<file path="src/rtl/fifo_sum_ctrl_p.sv">
// fifo_sum_ctrl_p
// Windowed column-sum controller between a UART receiver and a UART
// transmitter. Bytes of a ROW x COL frame arrive one per valid_flag rising
// edge. The previous WIN-1 rows are kept in per-column line buffers. From row
// WIN-1 onward, each byte is added to the elements directly above it. The sum
// is saturated or truncated to DATA_W, queued in an output FIFO and handed to
// the transmitter one byte at a time.
//
// Ports:
//   sys_clk     system clock
//   rst         asynchronous reset, active-high
//   clr         synchronous frame abort (counters, line buffers, output FIFO, ovf)
//   rx_data     received byte, stable while valid_flag is high
//   valid_flag  receive-valid level, one byte per rising edge
//   tx_ready    transmitter idle
//   tx_data     byte to transmit, valid while tx_en is high (0 otherwise)
//   tx_en       one-cycle transmit strobe; the FIFO head pops on the same edge
//   frame_done  one-cycle pulse with the write (or drop) of a frame's last sum
//   ovf         sticky, a sum was dropped because the output FIFO was full
module fifo_sum_ctrl_p #(
   parameter int DATA_W    = 8,
   parameter int ROW       = 4,
   parameter int COL       = 5,
   parameter int WIN       = 3,
   parameter int SAT_EN    = 1,
   parameter int OUT_DEPTH = 8
) (
   input  logic              sys_clk,
   input  logic              rst,
   input  logic              clr,
   input  logic [DATA_W-1:0] rx_data,
   input  logic              valid_flag,
   input  logic              tx_ready,
   output logic [DATA_W-1:0] tx_data,
   output logic              tx_en,
   output logic              frame_done,
   output logic              ovf
);

   localparam int RW = (ROW > 1) ? $clog2(ROW) : 1;
   localparam int CW = (COL > 1) ? $clog2(COL) : 1;
   localparam int AW = $clog2(OUT_DEPTH);
   localparam int SW = DATA_W + 2;

   localparam logic [RW-1:0] ROW_LAST  = RW'(ROW - 1);
   localparam logic [RW-1:0] ROW_FIRST = RW'(WIN - 1);
   localparam logic [CW-1:0] COL_LAST  = CW'(COL - 1);

   logic              valid_d1;
   logic              valid_d2;
   logic              rise_q;
   logic              accept;
   logic              frame_last;
   logic              row_out;
   logic [RW-1:0]     row_cnt;
   logic [CW-1:0]     col_cnt;
   logic [DATA_W-1:0] line_mem [WIN-1][COL];
   logic [SW-1:0]     sum_full;
   logic [DATA_W-1:0] result;
   logic              wr_valid;
   logic [DATA_W-1:0] wr_data;
   logic              frame_done_q;
   logic [DATA_W-1:0] out_mem [OUT_DEPTH];
   logic [AW:0]       wr_ptr;
   logic [AW:0]       rd_ptr;
   logic              fifo_empty;
   logic              fifo_full;
   logic              do_write;
   logic              drop;
   logic              tx_en_q;
   logic              ovf_q;

   // Two-stage synchroniser on valid_flag followed by a registered rising-edge
   // detector. The registered rise marks the single accept cycle of a byte, so
   // holding valid_flag high cannot produce a second accept. clr leaves these
   // alone so a level still held across an abort is not re-accepted.
   always_ff @(posedge sys_clk or posedge rst) begin
      if (rst) begin
         valid_d1 <= 1'b0;
         valid_d2 <= 1'b0;
         rise_q   <= 1'b0;
      end else begin
         valid_d1 <= valid_flag;
         valid_d2 <= valid_d1;
         rise_q   <= valid_d1 & ~valid_d2;
      end
   end

   assign accept     = rise_q & ~clr;
   assign frame_last = (row_cnt == ROW_LAST) && (col_cnt == COL_LAST);
   assign row_out    = (row_cnt >= ROW_FIRST);

   // Row/column position and the line buffers. Every line is addressed by the
   // current column: reading slot col_cnt yields the element one row up (line
   // 0), two rows up (line 1) and so on. Writing the slot back shifts the
   // column down one line, which is the chained push/pop of full line FIFOs.
   // The last byte of a frame flushes every line so frames never mix.
   always_ff @(posedge sys_clk or posedge rst) begin
      if (rst) begin
         row_cnt <= '0;
         col_cnt <= '0;
         for (int k = 0; k < WIN - 1; k++)
            for (int i = 0; i < COL; i++)
               line_mem[k][i] <= '0;
      end else if (clr) begin
         row_cnt <= '0;
         col_cnt <= '0;
         for (int k = 0; k < WIN - 1; k++)
            for (int i = 0; i < COL; i++)
               line_mem[k][i] <= '0;
      end else if (accept) begin
         if (frame_last) begin
            row_cnt <= '0;
            col_cnt <= '0;
            for (int k = 0; k < WIN - 1; k++)
               for (int i = 0; i < COL; i++)
                  line_mem[k][i] <= '0;
         end else begin
            if (col_cnt == COL_LAST) begin
               col_cnt <= '0;
               row_cnt <= row_cnt + RW'(1);
            end else begin
               col_cnt <= col_cnt + CW'(1);
            end
            line_mem[0][col_cnt] <= rx_data;
            for (int k = 1; k < WIN - 1; k++)
               line_mem[k][col_cnt] <= line_mem[k-1][col_cnt];
         end
      end
   end

   // Window sum over the incoming byte and the line outputs. Two guard bits
   // are enough for up to four DATA_W operands.
   always_comb begin
      sum_full = SW'(rx_data);
      for (int k = 0; k < WIN - 1; k++)
         sum_full = sum_full + SW'(line_mem[k][col_cnt]);
   end

   // Clamp to all-ones when saturating, otherwise keep the low DATA_W bits.
   always_comb begin
      result = sum_full[DATA_W-1:0];
      if ((SAT_EN != 0) && (sum_full[SW-1:DATA_W] != 2'b00))
         result = '1;
   end

   // One-cycle write stage. The sum is offered to the output FIFO in the
   // cycle after the accept, and frame_done is aligned with that write.
   always_ff @(posedge sys_clk or posedge rst) begin
      if (rst) begin
         wr_valid     <= 1'b0;
         wr_data      <= '0;
         frame_done_q <= 1'b0;
      end else if (clr) begin
         wr_valid     <= 1'b0;
         wr_data      <= '0;
         frame_done_q <= 1'b0;
      end else begin
         wr_valid     <= accept & row_out;
         wr_data      <= result;
         frame_done_q <= accept & frame_last;
      end
   end

   assign frame_done = frame_done_q;

   // Output FIFO status. The pointers carry one extra wrap bit to tell full
   // from empty. A pop in the same cycle frees a slot for the write.
   assign fifo_empty = (wr_ptr == rd_ptr);
   assign fifo_full  = (wr_ptr[AW] != rd_ptr[AW]) &&
                       (wr_ptr[AW-1:0] == rd_ptr[AW-1:0]);
   assign tx_en      = ~clr & ~fifo_empty & tx_ready & ~tx_en_q;
   assign do_write   = wr_valid & (~fifo_full | tx_en);
   assign drop       = wr_valid & fifo_full & ~tx_en;
   assign tx_data    = tx_en ? out_mem[rd_ptr[AW-1:0]] : '0;
   assign ovf        = ovf_q;

   // Output FIFO storage and the transmit handshake. tx_en_q blocks
   // back-to-back strobes so the transmitter has a cycle to drop tx_ready.
   always_ff @(posedge sys_clk or posedge rst) begin
      if (rst) begin
         wr_ptr  <= '0;
         rd_ptr  <= '0;
         tx_en_q <= 1'b0;
         ovf_q   <= 1'b0;
         for (int i = 0; i < OUT_DEPTH; i++)
            out_mem[i] <= '0;
      end else if (clr) begin
         wr_ptr  <= '0;
         rd_ptr  <= '0;
         tx_en_q <= 1'b0;
         ovf_q   <= 1'b0;
      end else begin
         if (do_write) begin
            out_mem[wr_ptr[AW-1:0]] <= wr_data;
            wr_ptr <= wr_ptr + (AW+1)'(1);
         end
         if (tx_en)
            rd_ptr <= rd_ptr + (AW+1)'(1);
         if (drop)
            ovf_q <= 1'b1;
         tx_en_q <= tx_en;
      end
   end

endmodule

</file>
<file path="config.mk">
export PLATFORM = sky130hd
export DESIGN_NAME = fifo_sum_ctrl_p
export DESIGN_NICKNAME = d
export VERILOG_FILES = /design/src/rtl/fifo_sum_ctrl_p.sv
export SDC_FILE = /design/constraint.sdc
export NUM_CORES = 1
export LEC_CHECK = 0
export BUFFER_PORTS_ARGS = -buffer_cell sky130_fd_sc_hd__buf_2
export CORE_UTILIZATION = 65
export DETAILED_ROUTE_END_ITERATION = 8
export GPL_TIMING_DRIVEN = 0
export HOLD_SLACK_MARGIN = 0.03
export PLACE_DENSITY = 0.83
export SYNTH_ARGS = -nofsm -noshare
export SYNTH_HDL_FRONTEND = slang
export SYNTH_SLANG_ARGS = --single-unit
</file>
<file path="constraint.sdc">
create_clock -name sys_clk -period 14 [get_ports sys_clk]
set_input_delay 2.8 -clock sys_clk [delete_from_list [all_inputs] [get_ports sys_clk]]
set_output_delay 2.8 -clock sys_clk [all_outputs]
set_load 0.01 [all_outputs]
</file>
; Word-level counts from Yosys, hierarchy flattened
; Cells that the tools add are included.
[totals]
regBits = 172
in_bits = 13
output_inout_bits = 11
wordCells = 118
[classes]
n_addsub = 6
magnitude_cmp = 6
n_eq_ne = 5
mux = 39
n_bitwise = 20
reduce_logical = 12
[ops]
columns = operator, n
row1 = 80-bit 2-to-1 mux, 3
row2 = 8-bit 2-to-1 mux, 11
row3 = 40-bit bitwise mux, 2
row4 = 8-bit binary-select mux with 3-bit select, 3
row5 = 64-bit bitwise mux, 1
row6 = 8-bit demux with 3-bit select, 2
row7 = 4-bit 2-to-1 mux, 4
row8 = 4-bit greater-or-equal comparator (second input constant), 3
row9 = 3-bit 2-to-1 mux, 4
row10 = 3-bit NOT with 4-bit output, 3
row11 = 9-bit by 8-bit adder with 10-bit output, 1
row12 = 1-bit AND, 10
row13 = 2-bit nonzero test, 5
row14 = 8-bit by 8-bit adder with 9-bit output, 1
row15 = 4-bit by 1-bit adder with 4-bit output (second input constant), 2
row16 = 4-bit by 1-bit less-than comparator with 1-bit output (second input constant), 2
row17 = 2-bit 2-to-1 mux, 4
row18 = 1-bit NOT, 6
row19 = 1-bit 2-to-1 mux, 5
row20 = 4-bit == test, 1
row21 = 1-bit logical AND, 4
row22 = 2-bit AND reduction, 2
row23 = 3-bit by 1-bit adder with 3-bit output (second input constant), 1
row24 = 3-bit == test, 1
row25 = 7 further kinds, 7

; Depth between registers and ports, before layout
; Gate-level depths: netlist (run 1).
[logic_depth]
depth_word = 9
mapped_depth = 13
depth_no_buf = 11

; Least setup slack after synthesis (run 1)
; OpenSTA, ideal clock, no wires.
[synth_timing]
path_kind = input port to output port
from = input clr
to = output tx_data[0]
arrival_ps = 3565
required_ps = 11200
setup_slack_ps = 7635
cell_stages = 4
path_buffers = 1
cell_sequence = nor3b_2 > o41ai_2 > clkbuf_1 > nor2_1
[synth_via]
elab_chain_len = 5
[synth_lines]
columns = element, line_no
row1 = from (decl), 30  ; input logic clr,
row2 = 1-bit NOT (no line), n/a
row3 = 1-bit AND (3 in series), 172  ; assign tx_en = ~clr & ~fifo_empty & tx_ready & ~tx_en_q;
row4 = 8-bit 2-to-1 mux, 175  ; assign tx_data = tx_en ? out_mem[rd_ptr[AW-1:0]] : '0;
row5 = to (decl), 34  ; output logic [DATA_W-1:0] tx_data,
; No other way between the ends.

; Worst setup path after layout (run 1)
[layout_timing]
from = input clr
to = output tx_data[4]
; Same word-level chain as after synthesis.

==> results of run 1 <==
==> area by class of cell <==
type	count	area, µm²	area share [%]
clock buffer	21	460.4	4.981
timing repair buffer	24	142.6	1.543
clock inverter	7	141.4	1.530
multi-input combinational	446	3730	40.35
sequential	172	4304	46.56
tap	168	210.2	2.274
buffer	32	153.9	1.665
inverter	25	101.3	1.096
==> critical path, cell delays in order <==
cell      delay [ns]
buf_2           0.16
nor3b_2         0.24
o41ai_2         0.19
clkbuf_1        0.32
nor2_1          0.20
buf_2           0.15
==> how the worst max path moves through the flow <==
stage,slack [ns],startpoint,endpoint
after global routing,7.06,clr,tx_data[4]
after CTS,7.16,clr,tx_data[4]
after floorplan,6.54,rst,col_cnt[0]$_DFFE_PP0P_
final,7.15,clr,tx_data[4]
after detailed placement,7.18,clr,tx_data[4]
after global placement,5.03,rst,out_mem[32]$_DFFE_PP0P_
==> cell usage after synthesis, drive strengths merged, types with 5 or more instances <==
master | n | area, µm²
a21oi | 14 | 70.07
a22o | 35 | 306.5
and3 | 5 | 31.28
buf | 18 | 100.1
clkbuf | 14 | 53.80
dfrtp | 172 | 4304
fa | 9 | 180.2
ha | 13 | 162.7
inv | 24 | 90.09
mux2 | 71 | 799.5
mux2i | 25 | 250.2
mux4 | 19 | 427.9
nand2 | 66 | 247.7
nand2b | 7 | 43.79
nand3 | 5 | 25.02
nor2 | 27 | 101.4
nor2b | 9 | 56.30
o21ai | 66 | 330.3
o22ai | 7 | 43.79
o2bb2ai | 6 | 52.55
xor2 | 7 | 68.82
==> logic make-up (layout without fill, tap and decap cells) <==
| group | after synthesis | after routing |
|---|---|---|
| AOI/OAI and AO/OA | 160 | 160 |
| xor gates and xnor gates | 9 | 9 |
| adders and majority gates | 22 | 22 |
| buffers and inverters | 57 | 109 |
| DFF | 172 | 172 |
| muxes | 115 | 115 |
| and+or+nand+nor | 140 | 140 |
==> metrics by stage <==
stage,setup WS [ns],hold slack [ns]
floorplan,6.540,0.3465
global placement,5.030,0.3546
detailed placement,7.176,0.3581
CTS,7.161,0.3716
global route,7.064,0.3792
finish,7.154,0.3683
==> routing by layer <==
layer | up-vias | track usage, % | wire [µm]
met5 | - | 0 | 0
met4 | 0 | 13.25 | 542
met3 | 44 | 7.222 | 1399
met2 | 250 | 54.66 | 9896
met1 | 2968 | 42.62 | 7884
li1 | 2529 | - | -
==> flip-flops by register name, indices dropped and copies added, names as in the netlist, 2 cells and up <==
signal	cells
rd_ptr	4
line_mem	80
out_mem	64
wr_ptr	4
row_cnt	2
col_cnt	3
wr_data	8
==> power breakdown <==
group          internal [mW]  switching (mW)
sequential             0.505          0.0103
clock                  0.304           0.181
combinational         0.0225          0.0508
==> results.sh, run 1 <==
export IMPL_outcome="finished, final reports clean"
export IMPL_antenna_cells=0
export IMPL_dieHeight_um=114.8
export IMPL_regToRegEndpoint="wr_data[2]$_DFF_PP0_"
export IMPL_synth_seq_cells=172
export IMPL_max_slew_margin_rel_pct=38.97
export IMPL_post_cts_buffers=0
export IMPL_synthSimpleGateAreaFrac_pct=8.042
export IMPL_cts_tree="done"
export IMPL_fmax_mhz=146.1
export IMPL_drc=0
export IMPL_dieArea_mm2=0.01319
export IMPL_path_clk_slew_ns=0.06
export IMPL_place_congestion=0.9289
export IMPL_grt_start_max_net_pins=100
export IMPL_syn_inst=675
export IMPL_grt_pass1_wl_mm=32.06
export IMPL_routedWlPerCell_um=22.04
export IMPL_drtPass1Iterations=7
export IMPL_vias=5791
export IMPL_fin_crit_sh_pct=48.90
export IMPL_areaGrowthSynthToFinish_pct=11.69
export IMPL_ir_drop_mv=0.09390
export IMPL_stdcell_area_mm2=0.009244
export IMPL_ioPinCount=24
export IMPL_synth_edf_count=0
export IMPL_initial_core_util_pct=67.78
export IMPL_grt_ovfl_total=0
export IMPL_grt_usage_pct=32.94
export IMPL_holdPathEnd="valid_d2$_DFF_PP0_"
export IMPL_p_per_area_mw_per_mm2=116.2
export IMPL_dr_first_iter_drc_count=616
export IMPL_setup_viol=0
export IMPL_synth_compound_area_share_pct=13.92
export IMPL_maxCapViolations=0
export IMPL_clockBufferDepth=2
export IMPL_criticalPathCategory="in -> out"
export IMPL_ant_nets=0
export IMPL_maxSlewViolCount=0
export IMPL_synth_area_mm2=0.008277
export IMPL_die_x_um=114.8
export IMPL_cts_buffers=17
export IMPL_fin_skew_ns=0.01012
export IMPL_post_cts_resized=0
export IMPL_synth_top_family_by_area="multiplexers"
export IMPL_antenna_found_initial=0
export IMPL_clock_sinks=172
export IMPL_postPlaceCellArea_mm2=0.008637
export IMPL_core_mm2=0.01221
export IMPL_finalHoldViolCount=0
export IMPL_r2r_setup_slack_ns=9.00
export IMPL_arrival_ns=4.05
export IMPL_yosys_warnings=0
export IMPL_fin_setup_tns_ns=0
export IMPL_yosysSeqAreaShare_pct=52.00
export IMPL_synth_flop_cell="dfrtp_1"
export IMPL_synth_area_per_cell_um2=12.26
export IMPL_htree_levels=4
export IMPL_rsz0062_at_grt="false"
export IMPL_min_period_ns=6.846
export IMPL_final_common_cell="dfrtp_1"
export IMPL_fin_cells=895
export IMPL_rows=40
export IMPL_synth_area_mux_share_pct=17.85
export IMPL_fin_nets=753
export IMPL_cp_end_kind="output pin"
export IMPL_hold_path_depth=0
export IMPL_synthXorXnorAreaFrac_pct=1.043
export IMPL_worst_slew_pin_slew_ns=0.9155
export IMPL_drive_above_1_share_pct=22.28
export IMPL_grt_pass1_vias=6057
export IMPL_p_leak_nw=4.303
export IMPL_post_route_util_pct=75.70
export IMPL_place_hpwl_mm=13.22
export IMPL_synth_fp_nets=710
export IMPL_worst_path_max_fanout=10
export IMPL_ys_async_sr_fraction_pct=100.0
export IMPL_root_buffer="clkbuf_16"
export IMPL_synth_fa_ha_area_share_pct=4.142
export IMPL_layout_common_cells="dfrtp_1, nand2_1, o21ai_0, mux2_2, a22o_1"
export IMPL_hp_start="valid_d1$_DFF_PP0_"
export IMPL_rr_startpoint="col_cnt[1]$_DFFE_PP0P_"
export IMPL_start_kind="input port"
export IMPL_crit_required_ns=11.20
export IMPL_routed_via_density=6.470
export IMPL_dp_cells=867
export IMPL_port_buffers=23
export IMPL_hold_class="reg -> reg"
export IMPL_fillCellCount=797
export IMPL_power_mw=1.074
export IMPL_wirelength_mm=19.72
export IMPL_reg2regPathDepth=13
export IMPL_clkLatencyLatePin_ns=0.43
export IMPL_yosysUniqueCellTypes=59
export IMPL_cts_hold_buf=0
No activity file was read; power rests on OpenSTA's default activity.
==> inputs of run 2 (changes only) <==
Settings changed: CORE_UTILIZATION 65 to 62, PLACE_DENSITY 0.83 to 0.79.
Clock period 14 ns to 7 ns, I/O delays scaled along.
==> results.sh, run 2 (synthesis results as in run 1) <==
export IMPL_outcome="finished, final reports clean"
export IMPL_place_congestion=0.8814
export IMPL_clockBufferDepth=2
export IMPL_rows=41
export IMPL_ant_nets=0
export IMPL_grt_pass1_wl_mm=31.86
export IMPL_fin_setup_tns_ns=0
export IMPL_post_place_ws_ns=1.998
export IMPL_core_mm2=0.01282
export IMPL_cp_end_kind="flip-flop"
export IMPL_min_period_ns=5.008
export IMPL_cp_slowest_cell="o31ai_1"
export IMPL_p_per_area_mw_per_mm2=226.8
export IMPL_largest_register_ffs=80
export IMPL_grt_usage_pct=30.21
export IMPL_worst_path_max_fanout=10
export IMPL_finalHoldViolCount=0
export IMPL_layout_common_cells="dfrtp_1, nand2_1, o21ai_0, mux2_2, a22o_1"
export IMPL_crit_required_ns=7.25
export IMPL_ir_drop_mv=0.1859
export IMPL_p_leak_nw=4.290
export IMPL_ioPinCount=24
export IMPL_fin_cells=904
export IMPL_antenna_found_initial=0
export IMPL_dp_cells=871
export IMPL_dieHeight_um=117.5
export IMPL_grt_start_max_net_pins=121
export IMPL_hold_class="reg -> reg"
export IMPL_routedWlPerCell_um=21.61
export IMPL_holdWs_ns=0.3693
export IMPL_maxSlewViolCount=0
export IMPL_final_common_cell="dfrtp_1"
export IMPL_criticalPathCategory="reg -> reg"
export IMPL_htree_levels=4
export IMPL_die_x_um=117.5
export IMPL_dr_first_iter_drc_count=674
export IMPL_setup_viol=0
export IMPL_post_cts_buffers=0
export IMPL_clock_sinks=172
export IMPL_fmax_mhz=199.7
export IMPL_rsz0062_at_grt="false"
export IMPL_fin_skew_ns=0.007590
export IMPL_drc=0
export IMPL_vias=5769
export IMPL_start_kind="flip-flop"
export IMPL_drive_above_1_share_pct=22.68
export IMPL_fin_crit_sh_pct=71.55
export IMPL_place_hpwl_mm=13.05
export IMPL_path_clk_slew_ns=0.06
export IMPL_cts_tree="done"
export IMPL_drtPass1Iterations=6
export IMPL_routed_via_density=6.382
export IMPL_arrival_ns=5.26
export IMPL_initial_core_util_pct=64.54
export IMPL_maxCapViolations=0
export IMPL_critPathMaxStageDelay_ns=0.85
export IMPL_grt_ovfl_total=0
export IMPL_worst_slew_pin_slew_ns=1.002
export IMPL_fin_ws_ns=1.992
export IMPL_port_buffers=23
export IMPL_regMostFlops="line_mem"
export IMPL_max_slew_margin_rel_pct=32.64
export IMPL_post_cts_resized=0
export IMPL_dieArea_mm2=0.01382
export IMPL_clkLatencyLatePin_ns=0.43
export IMPL_grt_pass1_vias=5908
export IMPL_largestRegisters="line_mem x80, out_mem x64, wr_data x8"
export IMPL_fin_nets=754
export IMPL_wirelength_mm=19.54
export IMPL_cts_buffers=17
export IMPL_post_route_util_pct=71.89
export IMPL_critical_path_cell_chain="buf_2, buf_2, inv_1, a222oi_1, inv_1, fa_1, fa_1, a21o_1, nand4b_1, o31ai_1, o22ai_1"
export IMPL_cts_hold_buf=0
export IMPL_antenna_cells=0
export IMPL_areaGrowthSynthToFinish_pct=11.40
export IMPL_root_buffer="clkbuf_16"
run 2: power by group:
part | total (mW) | internal [mW] | leakage (nW) | switching [mW]
Sequential | 1.03 | 1.01 | 2.38 | 0.0210
Combinational | 0.147 | 0.0453 | 1.63 | 0.102
Clock | 0.913 | 0.528 | 0.276 | 0.385
run 2: path summary, 6_finish.rpt:
path / startpoint / to / slack, ns / cells past startpoint
worst max-delay path: col_cnt[2]$_DFFE_PP0P_ / wr_data[2]$_DFF_PP0_ / 1.99 / 11
worst max register to register: col_cnt[2]$_DFFE_PP0P_ / wr_data[2]$_DFF_PP0_ / 1.99 / 11
worst min-delay path: valid_d1$_DFF_PP0_ / valid_d2$_DFF_PP0_ / 0.37 / 0
min in group asynchronous: rst / out_mem[32]$_DFFE_PP0P_ / 0.97 / 2
worst min register to register: valid_d1$_DFF_PP0_ / valid_d2$_DFF_PP0_ / 0.37 / 0
max in group asynchronous: rst / line_mem[23]$_DFFE_PP0P_ / 5.13 / 3
run 2: cell type report:
| cell class | count | area, µm² |
|---|---|---|
| multi-input cells | 446 | 3725 |
| clock buffers | 23 | 488.0 |
| flip-flops and latches | 172 | 4304 |
| repair buffers | 25 | 147.6 |
| fillers | 884 | 3605 |
| plain buffers | 32 | 153.9 |
| inverters | 25 | 101.3 |
| well taps | 172 | 215.2 |
| clock inverters | 9 | 85.08 |
run 2: layer usage:
layer | wire length (µm) | up-vias | share of wire, % | GRT usage (%)
met5 | 0 | - | 0 | 0
met4 | 377 | 0 | 1.9 | 9.535
met3 | 1478 | 38 | 7.6 | 7.219
met2 | 9440 | 265 | 48 | 46.89
met1 | 8241 | 2934 | 42 | 42.45
li1 | - | 2532 | - | -
run 2: critical path, delay by kind of cell, from the launching register on:
kind            cells  cell delay [ns]
compound gates      4             2.03
fa+ha+maj           2             1.09
buf+inv             4             1.07
flops               1             0.45
simple gates        1             0.18
run 2: stage by stage:
stage	cell area, µm²	total power [mW]
final	9220	2.091
after global routing	9220	2.154
after CTS	9215	2.097
after detailed placement	8642	1.191
after global placement	8607	1.182
after floorplan	8277	1.136
==> inputs of run 3 (changes only) <==
Clock period 7 ns to 4.65 ns, I/O delays scaled along.
==> results.sh, run 3 (synthesis results as in run 1) <==
export IMPL_place_hpwl_mm=13.31
export IMPL_min_period_ns=4.408
export IMPL_fin_nets=758
export IMPL_final_common_cell="dfrtp_1"
export IMPL_die_x_um=117.5
export IMPL_regToRegEndpoint="wr_data[5]$_DFF_PP0_"
export IMPL_ant_nets=0
export IMPL_grt_pass1_wl_mm=32.61
export IMPL_critPathMaxStageDelay_ns=0.53
export IMPL_fin_skew_ns=0.01086
export IMPL_max_slew_margin_rel_pct=44.95
export IMPL_fin_setup_tns_ns=0
export IMPL_areaGrowthSynthToFinish_pct=12.41
export IMPL_core_mm2=0.01282
export IMPL_post_route_util_pct=72.55
export IMPL_reg2regPathDepth=13
export IMPL_grt_start_max_net_pins=47
export IMPL_post_place_ws_ns=-0.2733
export IMPL_power_mw=3.156
export IMPL_fin_cells=908
export IMPL_grt_usage_pct=30.66
export IMPL_rr_startpoint="col_cnt[1]$_DFFE_PP0P_"
export IMPL_port_buffers=23
export IMPL_fin_crit_sh_pct=94.79
export IMPL_largest_register_ffs=80
export IMPL_cp_end_kind="flip-flop"
export IMPL_holdWs_ns=0.3678
export IMPL_startpoint="col_cnt[1]$_DFFE_PP0P_"
export IMPL_clock_sinks=172
export IMPL_drc=0
export IMPL_dr_first_iter_drc_count=560
export IMPL_dp_cells=874
export IMPL_drtPass1Iterations=5
export IMPL_worst_path_max_fanout=10
export IMPL_initial_core_util_pct=64.54
export IMPL_crit_end="wr_data[5]$_DFF_PP0_"
export IMPL_largestRegisters="line_mem x80, out_mem x64, wr_data x8"
export IMPL_fillCellCount=874
export IMPL_grt_ovfl_total=0
export IMPL_antenna_cells=0
export IMPL_stdcell_area_mm2=0.009304
export IMPL_maxCapViolations=0
export IMPL_cp_slowest_cell="o31ai_2"
export IMPL_postPlaceCellArea_mm2=0.008691
export IMPL_place_congestion=0.8773
export IMPL_p_leak_nw=4.317
export IMPL_crit_required_ns=4.92
export IMPL_fmax_mhz=226.9
export IMPL_rsz0062_at_grt="false"
export IMPL_hold_path_depth=0
export IMPL_maxSlewViolCount=0
export IMPL_worst_slew_pin_slew_ns=0.8258
export IMPL_drive_above_1_share_pct=23.78
export IMPL_grt_pass1_vias=6067
export IMPL_criticalPathCategory="reg -> reg"
export IMPL_clockBufferDepth=2
export IMPL_htree_levels=4
export IMPL_dieHeight_um=117.5
export IMPL_clkLatencyLatePin_ns=0.43
export IMPL_dieArea_mm2=0.01382
export IMPL_r2r_setup_slack_ns=0.24
export IMPL_root_buffer="clkbuf_16"
export IMPL_antenna_found_initial=0
export IMPL_start_kind="flip-flop"
export IMPL_finalHoldViolCount=0
export IMPL_regMostFlops="line_mem"
export IMPL_path_clk_slew_ns=0.06
export IMPL_hold_class="reg -> reg"
export IMPL_routed_via_density=6.449
export IMPL_p_per_area_mw_per_mm2=339.2
export IMPL_routedWlPerCell_um=21.67
export IMPL_cts_tree="done"
export IMPL_fin_ws_ns=0.2425
export IMPL_layout_common_cells="dfrtp_1, nand2_1, o21ai_0, mux2_2, a22o_1"
export IMPL_cts_buffers=17
export IMPL_ioPinCount=24
export IMPL_critical_path_cell_chain="buf_2, buf_2, clkbuf_2, mux2i_1, o21ai_0, a221o_1, fa_1, ha_1, fa_1, a21o_1, nand4b_1, o31ai_2, o22ai_1"
export IMPL_arrival_ns=4.68
export IMPL_outcome="finished, final reports clean"
export IMPL_vias=5856
export IMPL_rows=41
export IMPL_ir_drop_mv=0.3488
export IMPL_setup_viol=0
export IMPL_wirelength_mm=19.68
[run 3: changes by cell type in the layout (fill, tap and decap cells not counted), sizes merged]
| cell | delta |
|---|---|
| clkinv | +2 |
| clkbuf | -3 |
| buf | +4 |
| inv | -1 |
| clkinvlp | +2 |
[run 3: worst min path at each step]
| stage | endpoint | slack [ns] | startpoint |
|---|---|---|---|
| 2_1_floorplan | valid_d2$_DFF_PP0_ | 0.35 | valid_d1$_DFF_PP0_ |
| 3_3_place_gp | valid_d2$_DFF_PP0_ | 0.35 | valid_d1$_DFF_PP0_ |
| 3_5_place_dp | valid_d2$_DFF_PP0_ | 0.36 | valid_d1$_DFF_PP0_ |
| 4_1_cts | valid_d2$_DFF_PP0_ | 0.37 | valid_d1$_DFF_PP0_ |
| 5_1_grt | valid_d2$_DFF_PP0_ | 0.39 | valid_d1$_DFF_PP0_ |
| 6_report | valid_d2$_DFF_PP0_ | 0.37 | valid_d1$_DFF_PP0_ |
[run 3: layer usage]
layer	part of all wire (%)	wire length (µm)	GRT usage, %	vias to the layer above
met5	0	0	0	-
met4	1.9	380	9.856	0
met3	7.1	1400	8.430	44
met2	48	9382	46.93	240
met1	43	8514	42.77	3012
li1	-	-	-	2560
[run 3: report_power, final]
part / total [mW] / leakage [nW] / switching [mW] / internal, mW
registers: 1.55 / 2.38 / 0.0307 / 1.52
clock network: 1.37 / 0.269 / 0.605 / 0.769
logic: 0.231 / 1.67 / 0.156 / 0.0746
[run 3: worst max-delay path, delay by kind of cell, from the launching register on]
kind | cells | cell delay [ns]
and+or+nand+nor | 1 | 0.19
buffers and inverters | 3 | 0.91
adders and majority gates | 3 | 1.15
muxes | 1 | 0.27
AOI/OAI and AO/OA | 5 | 1.37
DFF | 1 | 0.35
[run 3: area by class of cell]
| class | count | area (µm²) | area share [%] |
|---|---|---|---|
| multi-input combinational | 446 | 3751 | 40.32 |
| clock buffer | 20 | 456.7 | 4.909 |
| sequential | 172 | 4304 | 46.26 |
| timing repair buffer | 29 | 210.2 | 2.259 |
| inverter | 25 | 97.59 | 1.049 |
| buffer | 32 | 155.1 | 1.668 |
| tap | 172 | 215.2 | 2.313 |
| clock inverter | 12 | 113.9 | 1.224 |
[run 3: timing repair]
| item | 4_1_cts | 5_1_grt |
|---|---|---|
| pin swaps | 1 | 2 |
| endpoints found under the setup margin | 8 | 8 |
| resized for setup | 2 | 3 |
| endpoints found under the hold margin | 0 | 0 |
| hold buffers | 0 | 0 |
| setup buffers | 0 | 2 |
